File: src/rtl/scrolling_display_n.sv
// scrolling_display_n: N-digit multiplexed common-anode 7-segment scroller.
// ASCII characters are appended one per falling edge of dsn into a small
// buffer. Text longer than the display rotates circularly across the digits.
// Optional build macro SCROLL_PAUSE_EN adds an active-low pausen input that
// freezes the scroll offset while it is held low.
module scrolling_display_n #(
  parameter int NUM_DIGITS       = 4,
  parameter int BUF_DEPTH        = 16,
  parameter int SCROLL_CLK_BITS  = 24,
  parameter int DISPLAY_CLK_BITS = 16
) (
  input  logic                  clk,
  input  logic                  rstn,
  input  logic [7:0]            ascii,
  input  logic                  dsn,
  input  logic                  clearn,
`ifdef SCROLL_PAUSE_EN
  input  logic                  pausen,
`endif
  output logic [7:0]            segments,
  output logic [NUM_DIGITS-1:0] digit_select,
  output logic [7:0]            leds
);

  // Count must reach BUF_DEPTH (<= 31), so five bits always suffice.
  localparam int CNT_W  = 5;
  localparam int SUM_W  = CNT_W + 1;
  localparam int ADDR_W = $clog2(BUF_DEPTH);
  localparam int IDX_W  = (NUM_DIGITS > 1) ? $clog2(NUM_DIGITS) : 1;

  localparam logic [CNT_W-1:0]      DEPTH_C  = CNT_W'(BUF_DEPTH);
  localparam logic [CNT_W-1:0]      DIGITS_C = CNT_W'(NUM_DIGITS);
  localparam logic [IDX_W-1:0]      LAST_IDX = IDX_W'(NUM_DIGITS - 1);
  localparam logic [NUM_DIGITS-1:0] DSEL_RST = ~(NUM_DIGITS'(1) << (NUM_DIGITS - 1));

  localparam logic [7:0] SEG_DASH  = 8'hBF;
  localparam logic [7:0] SEG_BLANK = 8'hFF;
  localparam logic [7:0] SEG_OTHER = 8'hB6;

  // Write strobe detection
  logic                        dsn_q_reg;
  logic                        write_stb;

  // Buffer bookkeeping
  logic [CNT_W-1:0]            count_reg;
  logic [CNT_W-1:0]            count_next;
  logic [CNT_W-1:0]            offset_reg;
  logic [CNT_W-1:0]            offset_next;
  logic                        overflow_reg;
  logic                        overflow_next;
  logic                        buf_we;
  logic [7:0]                  buf_mem [BUF_DEPTH];

  // Prescalers
  logic [SCROLL_CLK_BITS-1:0]  scroll_pre_reg;
  logic [DISPLAY_CLK_BITS-1:0] disp_pre_reg;
  logic                        scroll_tick;
  logic                        disp_tick;
  logic                        scroll_hold;

  // Digit multiplexing and output registers
  logic [IDX_W-1:0]            mux_idx_reg;
  logic [IDX_W-1:0]            mux_idx_next;
  logic [SUM_W-1:0]            rd_sum;
  logic [ADDR_W-1:0]           rd_addr;
  logic [7:0]                  seg_reg;
  logic [7:0]                  seg_next;
  logic [NUM_DIGITS-1:0]       dsel_reg;
  logic [NUM_DIGITS-1:0]       dsel_next;

  // ASCII to active-low {dp,g,f,e,d,c,b,a}; letters are case-folded first.
  function automatic logic [7:0] ascii_to_seg(input logic [7:0] code);
    logic [7:0] c;
    logic [7:0] seg;
    seg = SEG_OTHER;
    c   = (code >= 8'h61 && code <= 8'h7A) ? (code - 8'h20) : code;
    case (c)
      8'h20: seg = SEG_BLANK; // space
      8'h2D: seg = SEG_DASH;  // '-'
      8'h30: seg = 8'hC0;
      8'h31: seg = 8'hF9;
      8'h32: seg = 8'hA4;
      8'h33: seg = 8'hB0;
      8'h34: seg = 8'h99;
      8'h35: seg = 8'h92;
      8'h36: seg = 8'h82;
      8'h37: seg = 8'hF8;
      8'h38: seg = 8'h80;
      8'h39: seg = 8'h90;
      8'h41: seg = 8'h88; // A
      8'h42: seg = 8'h83; // b
      8'h43: seg = 8'hC6; // C
      8'h44: seg = 8'hA1; // d
      8'h45: seg = 8'h86; // E
      8'h46: seg = 8'h8E; // F
      8'h47: seg = 8'hC2; // G
      8'h48: seg = 8'h89; // H
      8'h49: seg = 8'hCF; // I (left bars, distinct from '1')
      8'h4A: seg = 8'hE1; // J
      8'h4B: seg = 8'h8A; // K (approximation)
      8'h4C: seg = 8'hC7; // L
      8'h4D: seg = 8'hC8; // M (approximation)
      8'h4E: seg = 8'hAB; // n
      8'h4F: seg = 8'hA3; // o
      8'h50: seg = 8'h8C; // P
      8'h51: seg = 8'h98; // q
      8'h52: seg = 8'hAF; // r
      8'h53: seg = 8'h92; // S
      8'h54: seg = 8'h87; // t
      8'h55: seg = 8'hC1; // U
      8'h56: seg = 8'hE3; // v
      8'h57: seg = 8'h81; // W (approximation)
      8'h58: seg = 8'h89; // X (same as H)
      8'h59: seg = 8'h91; // y
      8'h5A: seg = 8'hA4; // Z
      default: seg = SEG_OTHER;
    endcase
    return seg;
  endfunction

  assign write_stb   = dsn_q_reg & ~dsn;
  assign scroll_tick = &scroll_pre_reg;
  assign disp_tick   = &disp_pre_reg;

`ifdef SCROLL_PAUSE_EN
  assign scroll_hold = ~pausen;
`else
  assign scroll_hold = 1'b0;
`endif

  // Register dsn so only its falling edge produces a write.
  always_ff @(posedge clk or negedge rstn) begin
    if (!rstn) begin
      dsn_q_reg <= 1'b1;
    end else begin
      dsn_q_reg <= dsn;
    end
  end

  // Next-state for count, overflow and scroll offset; clear wins over a write.
  always_comb begin
    count_next    = count_reg;
    offset_next   = offset_reg;
    overflow_next = overflow_reg;
    buf_we        = 1'b0;
    if (!clearn) begin
      count_next    = '0;
      offset_next   = '0;
      overflow_next = 1'b0;
    end else begin
      if (write_stb) begin
        if (count_reg < DEPTH_C) begin
          buf_we     = 1'b1;
          count_next = count_reg + CNT_W'(1);
        end else begin
          overflow_next = 1'b1;
        end
      end
      // Wrap test uses the current count, so a concurrent write only
      // lengthens the rotation and never moves the offset.
      if (count_reg <= DIGITS_C) begin
        offset_next = '0;
      end else if (scroll_tick && !scroll_hold) begin
        offset_next = (offset_reg == count_reg - CNT_W'(1)) ? '0
                                                            : offset_reg + CNT_W'(1);
      end
    end
  end

  // Buffer bookkeeping and free-running prescalers.
  always_ff @(posedge clk or negedge rstn) begin
    if (!rstn) begin
      count_reg      <= '0;
      offset_reg     <= '0;
      overflow_reg   <= 1'b0;
      scroll_pre_reg <= '0;
      disp_pre_reg   <= '0;
    end else begin
      count_reg      <= count_next;
      offset_reg     <= offset_next;
      overflow_reg   <= overflow_next;
      scroll_pre_reg <= scroll_pre_reg + SCROLL_CLK_BITS'(1);
      disp_pre_reg   <= disp_pre_reg + DISPLAY_CLK_BITS'(1);
    end
  end

  // Character storage; contents beyond count are never displayed, so no reset.
  always_ff @(posedge clk) begin
    if (buf_we) begin
      buf_mem[ADDR_W'(count_reg)] <= ascii;
    end
  end

  // Digit index advances on every display prescaler wrap.
  always_comb begin
    mux_idx_next = mux_idx_reg;
    if (disp_tick) begin
      mux_idx_next = (mux_idx_reg == LAST_IDX) ? '0 : mux_idx_reg + IDX_W'(1);
    end
  end

  // Pick the glyph for the digit that will be active next cycle, so
  // segments and digit_select change on the same edge. When count is at
  // most NUM_DIGITS the offset is zero, so the address reduces to k.
  always_comb begin
    rd_sum = SUM_W'(offset_reg) + SUM_W'(mux_idx_next);
    if (rd_sum >= SUM_W'(count_reg)) begin
      rd_sum = rd_sum - SUM_W'(count_reg);
    end
    rd_addr  = ADDR_W'(rd_sum);
    seg_next = SEG_DASH;
    if (count_reg == '0) begin
      seg_next = SEG_DASH;
    end else if (count_reg <= DIGITS_C && CNT_W'(mux_idx_next) >= count_reg) begin
      seg_next = SEG_BLANK;
    end else begin
      seg_next = ascii_to_seg(buf_mem[rd_addr]);
    end
  end

  // Active-low one-hot enable; digit 0 is the leftmost (top bit).
  generate
    for (genvar gi = 0; gi < NUM_DIGITS; gi++) begin : g_dsel
      assign dsel_next[gi] = (mux_idx_next != IDX_W'(NUM_DIGITS - 1 - gi));
    end
  endgenerate

  // Mux index and registered display outputs.
  always_ff @(posedge clk or negedge rstn) begin
    if (!rstn) begin
      mux_idx_reg <= '0;
      seg_reg     <= SEG_DASH;
      dsel_reg    <= DSEL_RST;
    end else begin
      mux_idx_reg <= mux_idx_next;
      seg_reg     <= seg_next;
      dsel_reg    <= dsel_next;
    end
  end

  assign segments     = seg_reg;
  assign digit_select = dsel_reg;
  assign leds         = {overflow_reg, (count_reg == DEPTH_C), (count_reg == '0), count_reg};

endmodule
File: config.mk
export PLATFORM = sky130hd
export DESIGN_NAME = scrolling_display_n
export DESIGN_NICKNAME = d
export VERILOG_FILES = /design/src/rtl/scrolling_display_n.sv
export SDC_FILE = /design/constraint.sdc
export NUM_CORES = 1
export LEC_CHECK = 0
export CAP_MARGIN = 10
export CORE_UTILIZATION = 25
export DETAILED_ROUTE_END_ITERATION = 8
export GPL_ROUTABILITY_DRIVEN = 0
export PLACE_DENSITY = 0.5
export SLEW_MARGIN = 20
export SYNTH_ARGS = -nofsm -noshare
export SYNTH_HDL_FRONTEND = slang
export SYNTH_SLANG_ARGS = --single-unit
File: constraint.sdc
create_clock -name clk -period 6.6 [get_ports clk]
set_input_delay 1.32 -clock clk [delete_from_list [all_inputs] [get_ports clk]]
set_output_delay 1.32 -clock clk [all_outputs]
set_load 0.02 [all_outputs]
==> Flow_metrics.wiki <==
{| class="wikitable"
! Metric !! Value
|-
| Antenna violations before repair || 0
|-
| Biggest fanout along the worst timing path || 14
|-
| Area after DPL || roughly 11000 um2
|-
| Clock tree from TritonCTS || built
|-
| Cell count after synthesis || about 880
|-
| Max cap viols || 0
|-
| Avg Cell Area, Syn || ~12 um2
|-
| Time the final worst path needs with I/O delays and setup || approximately 6.3 ns
|-
| Cells along the critical path || and3_1 -> and3_1 -> nand3_1 -> nor3_4 -> mux2_2 -> ha_1 -> a21oi_2 -> a2bb2oi_2 -> inv_2 -> ha_1 -> a21oi_2 -> o22a_2 -> buf_4 -> nand2_2 -> a311oi_2 -> a32o_1 -> a221oi_2 -> o221a_2 -> inv_2 -> ha_1 -> or3_1 -> o32ai_4 -> o211ai_1 -> a22oi_1
|-
| Layout fillers || a little over 4000
|-
| Overall track demand over capacity in global routing || around 14%
|-
| Post-synthesis compound-gate area fraction || 16.1%
|-
| DR WL/cell || around 20 um
|-
| Endpoint class of the critical path || register
|-
| Outcome || finished clean
|-
| Class of the tightest hold or removal check || reg2reg
|-
| Combinational family with the most area after synthesis || compound AO/OA/AOI/OAI gates
|-
| Worst r2r dst || segments[0]$_DFF_PN1_
|-
| Cts hold-fix bufs || 0
|-
| Share of synthesized area spent on multiplexers || under 10%
|-
| Fraction of layout instances using a drive strength above 1 || a little under a fifth
|-
| Critical register-to-register path startpoint || disp_pre_reg[2]$_DFF_PN0_
|-
| Worst-Skew Late Latency || between 0.4 and 0.5 ns
|-
| Final HPWL from detailed placement || approximately 20000 um
|-
| First-pass iteration count of the detailed router || 5
|-
| Max clock buf depth || 2
|-
| Slew at the pin with the worst max-slew slack || 1.07 ns
|-
| Area of the die || about 42000 um2
|-
| Register area share after synthesis || 52.9%
|-
| Non-Filler Instances || ~1500
|-
| Synth area leaders || sky130_fd_sc_hd__edfxtp_1, sky130_fd_sc_hd__dfrtp_1, sky130_fd_sc_hd__nand2_1, sky130_fd_sc_hd__ha_1, sky130_fd_sc_hd__xnor2_1
|-
| Cell Rows || 74
|-
| Final std cell area, no fill || about 12000 um2
|-
| Clock group share of total power || 32.8%
|-
| Leakage Power || 4.42 nW
|-
| Instance count after placement with tap cells included || 1456
|-
| Cell class contributing the biggest share of worst-path delay || compound AO/OA/AOI/OAI gates
|-
| Cell with the biggest individual delay on the critical path || sky130_fd_sc_hd__o32ai_4
|-
| Final total power || 2.98 mW
|-
| Total clock buffers created by CTS || 17
|-
| Count of inserted antenna diode cells || 0
|-
| Stages on the worst setup path || 24
|-
| Number of cells traversed by the worst register-to-register path || 24
|-
| Fraction of post-synthesis cell area in the top cell type by area || between 30% and 40%
|-
| Commonest cells after routing, fill and taps aside || sky130_fd_sc_hd__edfxtp_1, sky130_fd_sc_hd__nand2_1, sky130_fd_sc_hd__buf_4, sky130_fd_sc_hd__dfrtp_1, sky130_fd_sc_hd__nand3_1
|-
| Commonest non-fill, non-tap cell in the layout || sky130_fd_sc_hd__edfxtp_1
|-
| Worst voltage drop across the vdd grid || roughly 0.19 mV
|-
| Fraction of the cycle the final worst path needs || 94.8%
|-
| Post-Route Utilization || between 20% and 30%
|-
| Core region area || 40800 um2
|-
| Number of flip-flops in the largest register || around 130
|-
| Die width || approximately 200 um
|-
| Switching share of total power || 31.0%
|-
| Total setup violations reported at the end of the flow || 0
|-
| Combined area of the multi-input logic cells || 4600 um2
|-
| Die H || 206 um
|-
| Overall routed net length || 29200 um
|-
| Number of storage elements in the synthesis netlist || between 150 and 200
|-
| Number of vias after detailed routing || 7564
|-
| Post-synthesis cell type count || 87
|-
| Cell seen most often among critical-path stages || sky130_fd_sc_hd__ha_1
|-
| Maximum clock frequency || 0.160 GHz
|-
| Global-route congestion overflow total || 0
|-
| Max stage delay on crit path || ~0.45 ns
|-
| Number of warnings reported in the yosys synthesis log || 0
|-
| Netlist Area Pre-Place || between 10000 and 15000 um2
|-
| Synth-to-layout area growth || 17.9%
|-
| Synth Area in XOR/XNOR || approximately 4.5%
|-
| Drt initial violations || about 600
|-
| Combinational share of power || between 20% and 30%
|-
| Final #Nets || 991
|-
| Via count of the first global-routing pass || approximately 7400
|-
| H-tree depth reported by CTS || 4
|-
| Required time of the critical path || 6.97 ns
|-
| Worst setup endpoint || segments[0]$_DFF_PN1_
|-
| Worst-case headroom to the max-slew limit || between 20 and 30%
|-
| Global-route wire length before repair || between 40000 and 50000 um
|-
| Simple-gate share of the synthesized area || between 10% and 20%
|-
| Launch instance of the worst min-delay path || disp_pre_reg[4]$_DFF_PN0_
|-
| Clk pin slew, worst setup/hold paths || approximately 0.07 ns
|-
| Number of enable flip-flop cells after synthesis || 128
|-
| Predominant post-synthesis flop cell || sky130_fd_sc_hd__edfxtp_1
|-
| Number of port buffers || 30
|-
| Reg2reg setup slack || around 0.34 ns
|-
| DRC violations left || 0
|-
| Via density per instance || ~5.1
|-
| Worst setup path start || disp_pre_reg[2]$_DFF_PN0_
|-
| Internal || just over 2 mW
|-
| Power per unit of standard cell area || 244 nW/um2
|-
| I/O pins || 32
|-
| Largest area contributor in the netlist || sky130_fd_sc_hd__edfxtp_1
|-
| Final antenna-violating net count || 0
|-
| Async set or reset register ratio after synthesis || 33.7%
|-
| Worst Setup Start Kind || register
|-
| Maximum number of pins on one net before global-route repair || 66
|-
| CTS sink count || a little under 200
|-
| Nets in the synthesized netlist || 922
|-
| Clk_skew || between 0.015 and 0.02 ns
|-
| Number of slew-limit violations in the final report || 0
|-
| Seq pwr share || between 40% and 50%
|-
| Switching power total || approximately 0.93 mW
|-
| Worst hold slack across all endpoints || 0.465 ns
|-
| Data arrival at the endpoint of the critical path || 6.63 ns
|-
| Library cell used as clock root buffer || sky130_fd_sc_hd__clkbuf_16
|-
| Buffers and inverters on the worst path || 3
|-
| Starting density of the core || roughly 25%
|-
| Critical path class || reg2reg
|-
| Post-synthesis adder-cell area fraction || 3.53%
|-
| Total count of hold-check failures in the final report || 0
|-
| Storage element area || between 5000 and 6000 um2
|}
per-layer routing:
metal	routed length, um	up-vias	share of wire (%)	GRT usage [%]
met2	13600	239	46	22.8
met3	1400	38	4.8	2.53
met1	13600	3786	47	19.6
met4	639	0	2.2	5.08
met5	0	-	0	0
li1	-	3501	-	-
cells in the mapped netlist (all sizes together) (6+ instances only):
cell type	n
ha	26
nand2b	6
dfstp	10
a2111oi	10
nor2	44
edfxtp	128
nor2b	9
a21oi	33
a211oi	27
and2	13
o31ai	6
mux2i	25
a221oi	10
nand3	45
a211o	6
clkbuf	12
buf	35
nor3	12
nand2	94
xor2	18
a31oi	9
nand4	12
a22oi	9
dfrtp	55
xnor2	33
a311oi	11
mux4	13
and3	21
a21o	8
a32o	6
o21ai	37
inv	34
cells by family (layout without fill, tap and decap cells):
logic type / after synthesis / after routing
AOI/OAI and AO/OA: 218 / 219
xor gates and xnor gates: 51 / 51
adders and majority gates: 28 / 28
buffers and inverters: 81 / 162
DFF: 193 / 193
muxes: 41 / 41
other: 1 / 1
and+or+nand+nor: 269 / 269
power groups by stage:
stage	clock [mW]	sequential [mW]	combinational, mW
5_1_grt	1.05	1.30	0.766
3_3_place_gp	0	1.33	0.670
2_1_floorplan	0	1.33	0.457
3_5_place_dp	0	1.33	0.668
6_report	0.979	1.30	0.703
4_1_cts	1.01	1.30	0.672
timing repair:
action	4_1_cts	5_1_grt
setup buffers	0	7
endpoints found under the setup margin	4	7
gates resized for setup	1	26
pin swaps	0	7
cloned	0	1
worst min path at each step:
| stage | to | cells after the start |
|---|---|---|
| after floorplan | scroll_pre_reg[0]$_DFF_PN0_ | 1 |
| after CTS | disp_pre_reg[4]$_DFF_PN0_ | 1 |
| final | disp_pre_reg[4]$_DFF_PN0_ | 1 |
| after global placement | disp_pre_reg[4]$_DFF_PN0_ | 1 |
| after detailed placement | disp_pre_reg[4]$_DFF_PN0_ | 1 |
| after global routing | scroll_pre_reg[8]$_DFF_PN0_ | 1 |
final cells by class:
cell class,count,area share (%)
flip-flops and latches,193,44.9
multi-input cells,609,37.7
repair buffers,96,6.51
well taps,532,5.45
clock buffers,20,3.58
inverters,34,1.05
clock inverters,12,0.820
metrics by stage:
stage	setup slack, ns	setup TNS (ns)
after floorplan	0.216	0
after global placement	0.136	0
after detailed placement	0.00464	0
after CTS	0.0870	0
after global routing	-0.0223	-0.0223
final	0.342	0
Note: power is estimated with default switching activity, not from simulation.
